==> config.mk <==
export PLATFORM = sky130hd
export DESIGN_NAME = vga_capture_rx
export DESIGN_NICKNAME = d
export VERILOG_FILES = /design/src/rtl/vga_capture_rx.sv
export SDC_FILE = /design/constraint.sdc
export NUM_CORES = 1
export LEC_CHECK = 0
export BUFFER_PORTS_ARGS = -buffer_cell sky130_fd_sc_hd__buf_4
export CORE_ASPECT_RATIO = 0.7
export CORE_MARGIN = 2
export CORE_UTILIZATION = 52
export DETAILED_ROUTE_END_ITERATION = 12
export HOLD_SLACK_MARGIN = 0.02
export PLACE_DENSITY = 0.82
export SLEW_MARGIN = 20
export SYNTH_ARGS = -nofsm -noshare
export SYNTH_HDL_FRONTEND = slang
export SYNTH_SLANG_ARGS = --single-unit
==> constraint.sdc <==
create_clock -name clk -period 2 [get_ports clk]
set_clock_uncertainty 0.1 [all_clocks]
set_input_delay 0.4 -clock clk [delete_from_list [all_inputs] [get_ports clk]]
set_output_delay 0.4 -clock clk [all_outputs]
set_load 0.1 [all_outputs]
==> src/rtl/vga_capture_rx.sv <==
// rtl/vga_capture_rx.sv - VGA receive timing recovery, lock tracking and pixel capture
module vga_capture_rx #(
   parameter int SYNC_POL    = 1,
   parameter int H_PULSE     = 96,
   parameter int H_BACK      = 48,
   parameter int H_ACTIVE    = 640,
   parameter int H_TOTAL     = 800,
   parameter int V_PULSE     = 2,
   parameter int V_BACK      = 33,
   parameter int V_ACTIVE    = 480,
   parameter int V_TOTAL     = 525,
   parameter int LOCK_FRAMES = 2
) (
   input  logic        clk,
   input  logic        reset,
   input  logic        p_tick,
   input  logic        hsync,
   input  logic        vsync,
   input  logic [3:0]  red,
   input  logic [3:0]  grn,
   input  logic [3:0]  blu,
   output logic [9:0]  pix_x,
   output logic [9:0]  pix_y,
   output logic [11:0] pix_rgb,
   output logic        pix_valid,
   output logic        frame_start,
   output logic        locked,
   output logic        timing_err
);

   localparam logic        ACT     = 1'(SYNC_POL);
   localparam logic [10:0] H_START = 11'(H_PULSE + H_BACK);
   localparam logic [10:0] H_END   = 11'(H_PULSE + H_BACK + H_ACTIVE - 1);
   localparam logic [10:0] H_LAST  = 11'(H_TOTAL - 1);
   localparam logic [9:0]  V_START = 10'(V_PULSE + V_BACK);
   localparam logic [9:0]  V_END   = 10'(V_PULSE + V_BACK + V_ACTIVE - 1);
   localparam logic [9:0]  V_LAST  = 10'(V_TOTAL - 1);
   localparam int          GW      = $clog2(LOCK_FRAMES + 1);
   localparam logic [GW-1:0] GOOD_TARGET = GW'(LOCK_FRAMES);

   localparam logic [1:0] ST_SEARCH = 2'd0;
   localparam logic [1:0] ST_CHECK  = 2'd1;
   localparam logic [1:0] ST_LOCKED = 2'd2;

   logic          hs_q, hs_d, vs_q, vs_d;
   logic [11:0]   rgb_q, rgb_d;
   logic [10:0]   hcnt_q, hcnt_d;
   logic [9:0]    vcnt_q, vcnt_d;
   logic [1:0]    state_q, state_d;
   logic [GW-1:0] good_q, good_d;
   logic [9:0]    pix_x_q, pix_x_d, pix_y_q, pix_y_d;
   logic [11:0]   pix_rgb_q, pix_rgb_d;
   logic          pix_valid_q, pix_valid_d;
   logic          frame_start_q, frame_start_d;
   logic          locked_q, locked_d;
   logic          timing_err_q, timing_err_d;

   logic h_edge, v_edge, chk_err, hact, vact;

   // Sync leading-edge detection and timing checks against the pre-clear counters
   always_comb begin
      h_edge  = (hsync == ACT) && (hs_q != ACT);
      v_edge  = h_edge && (vsync == ACT) && (vs_q != ACT);
      chk_err = (h_edge && (hcnt_q != H_LAST)) ||
                (v_edge && (vcnt_q != V_LAST)) ||
                (!h_edge && (hcnt_q == 11'd2046));
   end

   // Sampling stage: sync history, colour sample and saturating line/frame counters
   always_comb begin
      hs_d   = hs_q;
      vs_d   = vs_q;
      rgb_d  = rgb_q;
      hcnt_d = hcnt_q;
      vcnt_d = vcnt_q;
      if (p_tick) begin
         hs_d  = hsync;
         rgb_d = {red, grn, blu};
         if (h_edge) begin
            hcnt_d = '0;
            vs_d   = vsync;
            if (v_edge) begin
               vcnt_d = '0;
            end else if (vcnt_q != 10'h3ff) begin
               vcnt_d = vcnt_q + 10'd1;
            end
         end else if (hcnt_q != 11'h7ff) begin
            hcnt_d = hcnt_q + 11'd1;
         end
      end
   end

   // Lock FSM: an error always beats a good-frame count on the same tick
   always_comb begin
      state_d      = state_q;
      good_d       = good_q;
      timing_err_d = 1'b0;
      if (p_tick) begin
         case (state_q)
            ST_SEARCH: begin
               if (v_edge) begin
                  state_d = ST_CHECK;
                  good_d  = '0;
               end
            end
            ST_CHECK: begin
               if (chk_err) begin
                  state_d      = ST_SEARCH;
                  timing_err_d = 1'b1;
               end else if (v_edge) begin
                  good_d = good_q + GW'(1);
                  if (good_q + GW'(1) == GOOD_TARGET) begin
                     state_d = ST_LOCKED;
                  end
               end
            end
            ST_LOCKED: begin
               if (chk_err) begin
                  state_d      = ST_SEARCH;
                  timing_err_d = 1'b1;
               end
            end
            default: state_d = ST_SEARCH;
         endcase
      end
      locked_d = (state_d == ST_LOCKED);
   end

   // Output stage: qualify the registered sample and convert counters to coordinates
   always_comb begin
      hact          = (hcnt_q >= H_START) && (hcnt_q <= H_END);
      vact          = (vcnt_q >= V_START) && (vcnt_q <= V_END);
      pix_x_d       = pix_x_q;
      pix_y_d       = pix_y_q;
      pix_rgb_d     = pix_rgb_q;
      pix_valid_d   = pix_valid_q;
      frame_start_d = p_tick && v_edge;
      if (p_tick) begin
         pix_valid_d = hact && vact && locked_q;
         pix_x_d     = pix_valid_d ? 10'(hcnt_q - H_START) : 10'd0;
         pix_y_d     = pix_valid_d ? (vcnt_q - V_START) : 10'd0;
         pix_rgb_d   = rgb_q;
      end
   end

   // State registers with asynchronous clear
   always_ff @(posedge clk or negedge reset) begin
      if (!reset) begin
         hs_q          <= ~ACT;
         vs_q          <= ~ACT;
         rgb_q         <= '0;
         hcnt_q        <= '0;
         vcnt_q        <= '0;
         state_q       <= ST_SEARCH;
         good_q        <= '0;
         pix_x_q       <= '0;
         pix_y_q       <= '0;
         pix_rgb_q     <= '0;
         pix_valid_q   <= 1'b0;
         frame_start_q <= 1'b0;
         locked_q      <= 1'b0;
         timing_err_q  <= 1'b0;
      end else begin
         hs_q          <= hs_d;
         vs_q          <= vs_d;
         rgb_q         <= rgb_d;
         hcnt_q        <= hcnt_d;
         vcnt_q        <= vcnt_d;
         state_q       <= state_d;
         good_q        <= good_d;
         pix_x_q       <= pix_x_d;
         pix_y_q       <= pix_y_d;
         pix_rgb_q     <= pix_rgb_d;
         pix_valid_q   <= pix_valid_d;
         frame_start_q <= frame_start_d;
         locked_q      <= locked_d;
         timing_err_q  <= timing_err_d;
      end
   end

   assign pix_x       = pix_x_q;
   assign pix_y       = pix_y_q;
   assign pix_rgb     = pix_rgb_q;
   assign pix_valid   = pix_valid_q;
   assign frame_start = frame_start_q;
   assign locked      = locked_q;
   assign timing_err  = timing_err_q;

endmodule

Word-level counts from Yosys, hierarchy flattened
Index checks and enable logic that the tools add are counted.
Storage, ports and cells
  register bits after elaboration: 75
  latch bits: 0
  memory bits (writable): 0
  memory bits (read-only): 0
  bits of input ports: 17
  output and inout bits: 36
  word-level logic and storage cells: 80
  memories kept: 0
Operators by class
  add/subtract/negate cells: 5
  multipliers: 0
  div/mod/pow operators: 0
  $lt $le $gt $ge: 4
  eq/ne operators: 12
  shift-type cells: 0
  muxes and demuxes: 20
  bitwise logic cells: 2
  reduce and logical (&&, ||, !) cells: 23
Operators by type and width (count)
  $mux 10: 4
  $mux 11: 2
  $ne 10x10->1 const B: 2
  $mux 2: 9
  $add 11x1->11 const B: 1
  $eq 11x11->1 const B: 1
  $ge 11x8->1 const B: 1
  $le 11x10->1 const B: 1
  $logic_and 1x1->1: 11
  $ne 11x10->1 const B: 1
  $ne 11x11->1 const B: 1
  $add 10x1->10 const B: 1
  $ge 10x6->1 const B: 1
  $le 10x10->1 const B: 1
  $sub 10x6->10 const B: 1
  $sub 10x8->10 const B: 1
  $eq 2x2->1 const B: 3
  $ne 2x2->1 const B: 3
  $pmux 2 s3: 1
  $reduce_bool 2->1: 3
  $reduce_and 5->1: 1
  $pmux 2 s2: 1
  $reduce_and 2->1: 2
  $mux 1: 3
  other kinds (8): 10

Longest topological paths before layout
  depth in word-level cells: 11
  depth in mapped cells: 7
  depth with buffers taken out: 7

Least setup slack after synthesis
OpenSTA, ideal clock, no wires.
  path kind: register to register
  start point: register vcnt_q[7]
  end point: register pix_y_q[6] (netlist: pix_y[6])
  library setup time: 0.075 ns
  arrival: 1.990 ns
  data required time: 1.825 ns
  path slack: -0.165 ns
  cell stages (with the launch flop): 8
  path buffers: 2
  clock period less this slack: 2.165 ns
  cells stage by stage: dfrtp_1 > buf_6 > or3_4 > or3_4 > o32ai_4 > nand2_4 > buf_6 > o2bb2ai_2
On the way
  word-level cells in the longest chain between the ends: 5
  elaborated cells on any way between the ends: 6
  classes of those cells: order compare (2); mux (1); reduce/logical (3)
Ends and longest elaborated chain
  start: declaration: line 48  | logic [9:0] vcnt_q, vcnt_d;
  start signal: assignment: line 168  | vcnt_q <= vcnt_d;
  $ge 10x6->1 or $le 10x10->1 (tied branches): line 132  | vact = (vcnt_q >= V_START) && (vcnt_q <= V_END);
  $logic_and 1x1->1 (*): line 132
  $logic_and 1x1->1 (*) (2 in a row): line 139  | pix_valid_d = hact && vact && locked_q;
  $mux 10 (*): line 141  | pix_y_d = pix_valid_d ? (vcnt_q - V_START) : 10'd0;
  end signal: assignment: line 172  | pix_y_q <= pix_y_d;
  end: declaration: line 51  | logic [9:0] pix_x_q, pix_x_d, pix_y_q, pix_y_d;
Mark *: on every way between the ends. The rest lies on a longest branch, timed or not.
A chain may end at the register's enable or synchronous reset.

Worst setup path after layout
  start point: register vcnt_q[8]
  end point: register pix_y_q[6] (netlist: pix_y[6])
The elaborated chain is that of the path after synthesis.

==> flow_summary_export.csv <==
group,metric,value,unit
route,ant_nets,0,
synthesis,ys_async_sr_fraction,100,%
run_status,failed_checks,"setup timing",
cts,htree_levels,3,
die,die_area,7920,um2
run_status,outcome,"finished, violations left",
worst_setup_path,crit_family,"simple AND/OR/NAND/NOR gates",
sta,slew_headroom,69.2,%
synthesis,ys_ff_latch,75,
placed_design,post_dp_cell_area,4580,um2
sta,setup_tns,-755,ps
grt,antenna_found_initial,0,
placed_design,dpl.hpwl,6.28,mm
route,post_drt_wl_per_cell,16.9,um
cts,cts_buffer_depth,2,
route,totalWireLength,8.90,mm
cells_and_area,multi_input_area,1940,um2
worst_setup_path,start_kind,"flip-flop",
synthesis,yosysTopAreaCell,"dfrtp_1",
die,initial_core_util,54.5,%
sta,worst_slack,-61.8,ps
cells_and_area,fin_util,72.8,%
worst_setup_path,crit_type,"reg2reg",
die,std_cell_rows,25,
grt,track_usage,23.2,%
placed_design,gp_congestion,0.894,
power,p_leak,2.27,nW
route,vias_per_cell,5.55,
synthesis,synth_edf_count,0,
worst_setup_path,path_cells,"or3_4 > or3_4 > o32ai_4 > nand2_4 > buf_12 > o2bb2ai_2",
cts,clk_pin_slew,90,ps
worst_setup_path,critical_path_required,2180,ps
power,finalPower,0.00430,W
route,via_count,2917,
sta,period_needed,2060,ps
die,core_area,6880,um2
cts,clkLatencyLatePin,350,ps
die,io_pins,53,
sta,setup_viol,20,
cells_and_area,fin_cells,526,
grt,overflow,0,
worst_setup_path,cp-end-kind,"flip-flop",
cells_and_area,nFillCells,488,
grt,grt_pass1_wl,14.1,mm
cells_and_area,antenna_cells,0,
sta,hold_viol,0,
synthesis,postSynthCellCount,332,
sta,clock.fmax,485,MHz
sta,slew_viol_final,0,
synthesis,synthesis.nets,364,
sta,fin_crit_sh,103,%
synthesis,synth-seq-area-share,50.0,%
worst_setup_path,crit_arrival,2240,ps
grt,grt_max_degree,30,
cells_and_area,final_area,5010,um2
synthesis,yosysUniqueCellTypes,50,
sta,grt_setup_unrepaired,"yes",
synthesis,synth_top_area_share,50.0,%
cts,clockRootBuffer,"clkbuf_8",
cells_and_area,fin_nets,459,
die,die_h,75.1,um
route,drt_pass1_iterations,4,
route,first_iter_violations,162,
cts,cts.sinks,75,
worst_setup_path,crit_top_cell,"or3_4",
placed_design,numPortBuffers,52,
power,power_density,858,nW/um2
cells_and_area,ff_latch_area,1880,um2
worst_setup_path,critPathMaxFanout,9,
min_path,hold_path_class,"in2reg",
cts,tritoncts,"done",
route,drc,0,
die,die_w,106,um
synthesis,ys_top_cells_by_area,"dfrtp_1, mux2_2, ha_1, xnor2_1, o2bb2ai_2",
run,max-cap-violations,0,
sta,tightest_slew,460,ps
worst_setup_path,slowest_delay,420,ps
placed_design,placed_cells,507,
cells_and_area,drive_gt1_share,42.8,%
worst_setup_path,worst-path-buf-inv,1,
synthesis,syn_area,3750,um2
synthesis,avgSynthCellArea,11.3,um2
synthesis,synth_ff_type,"dfrtp_1",
grt,grt_pass1_vias,2932,
cells_and_area,area_delta_synth_final,33.6,%
worst_setup_path,cpMaxStageDelayCell,"or3_4",
synthesis,yosysWarnings,0,
power,ir_drop,0.620,mV
cts,cts_made_buffers,9,
stage by stage:
stage          setup WS [ps]  hold WS (ps)
2_1_floorplan          -91.3          4.41
3_3_place_gp           -19.8           244
3_5_place_dp            -179           246
4_1_cts                -42.5           160
5_1_grt                 -145           158
6_report               -61.8           168
what timing repair did:
action                                  in CTS  in global routing
endpoints found under the setup margin      24                 29
gates resized for setup                      8                 26
setup buffers                                0                  3
hold endpoints to repair                    26                  0
hold buffers                                 1                  0
pin swaps                                    5                 10
cell usage after synthesis, types with 9 or more instances:
library cell	count
clkbuf_1	13
dfrtp_1	75
ha_1	15
inv_1	14
mux2_2	25
nand2_1	19
nand4_1	9
nor2_1	27
o21ai_0	15
o2bb2ai_2	9
xnor2_1	17
state kept, by name (all words and copies together), names as in the netlist, 2 cells and up:
signal and cells:
pix_y 10, vcnt_q 10, pix_x 10, hcnt_q 11
good_q 2, rgb_q 12, state_q 2, pix_rgb 12
worst register-to-register path, delay by kind of cell (launching register included):
family,cells,cell delay [ps]
simple gates,3,900
flops,1,390
compound gates,2,440
buf+inv,1,180
cell type report:
class,instances,share of cell area (%)
Clock buffer,10,2.55
Clock inverter,6,1.45
Inverter,14,1.05
Multi-Input combinational cell,223,38.7
Sequential cell,75,37.5
Tap cell,94,2.35
Timing Repair Buffer,104,16.4
routing by layer:
metal	global-route usage [%]	share of wire (%)
met1	29.9	46
met2	37.9	47
met3	6.93	5.9
met4	8.48	1.4
met5	0	0
power by group:
group | internal (W) | switching [W]
Combinational | 0.000479 | 0.000806
Clock | 0.000590 | 0.000603
Sequential | 0.00167 | 0.000151
worst paths after layout:
path / startpoint / slack (ps) / cells past startpoint / endpoint
min in group asynchronous: reset / 400 / 2 / pix_y[8]
max: vcnt_q[8] / -60 / 6 / pix_y[6]
max in group asynchronous: reset / 870 / 3 / vcnt_q[9]
max reg2reg: vcnt_q[8] / -60 / 6 / pix_y[6]
min reg2reg: pix_x[6] / 400 / 1 / pix_x[6]
min: vsync / 170 / 3 / vs_q
kinds of logic after synthesis:
logic type,count (synthesis),synth area share (%)
XOR/XNOR,23,5.37
flip-flops,75,50.0
AO/OA/AOI/OAI,61,14.1
adder cells (fa/ha/maj),15,5.00
buffers and inverters,34,3.84
multiplexers,25,7.51
AND/OR/NAND/NOR,99,14.1
cells in the final DEF (no fill, tap or decap), drive strengths merged, types with 2 or more instances in the layout:
cell type | Yosys | routed
buf | 7 | 103
dfrtp | 75 | 75
nor2 | 27 | 27
mux2 | 25 | 25
nand2 | 20 | 20
xnor2 | 17 | 17
o2bb2ai | 17 | 17
o21ai | 16 | 16
inv | 14 | 16
ha | 15 | 15
clkbuf | 13 | 10
nand4 | 9 | 9
nand3 | 8 | 8
a21oi | 6 | 6
nor3 | 6 | 6
xor2 | 6 | 6
nand2b | 5 | 5
nor4 | 5 | 5
or3 | 4 | 4
a31oi | 3 | 3
a32o | 3 | 3
o31ai | 3 | 3
and2 | 2 | 2
o211ai | 2 | 2
or2 | 2 | 2
nand4bb | 2 | 2
clkinv | 0 | 2
and3 | 2 | 2
o41ai | 2 | 2
nor2b | 2 | 2
o32ai | 2 | 2
Power figures use the tool's default switching activity.
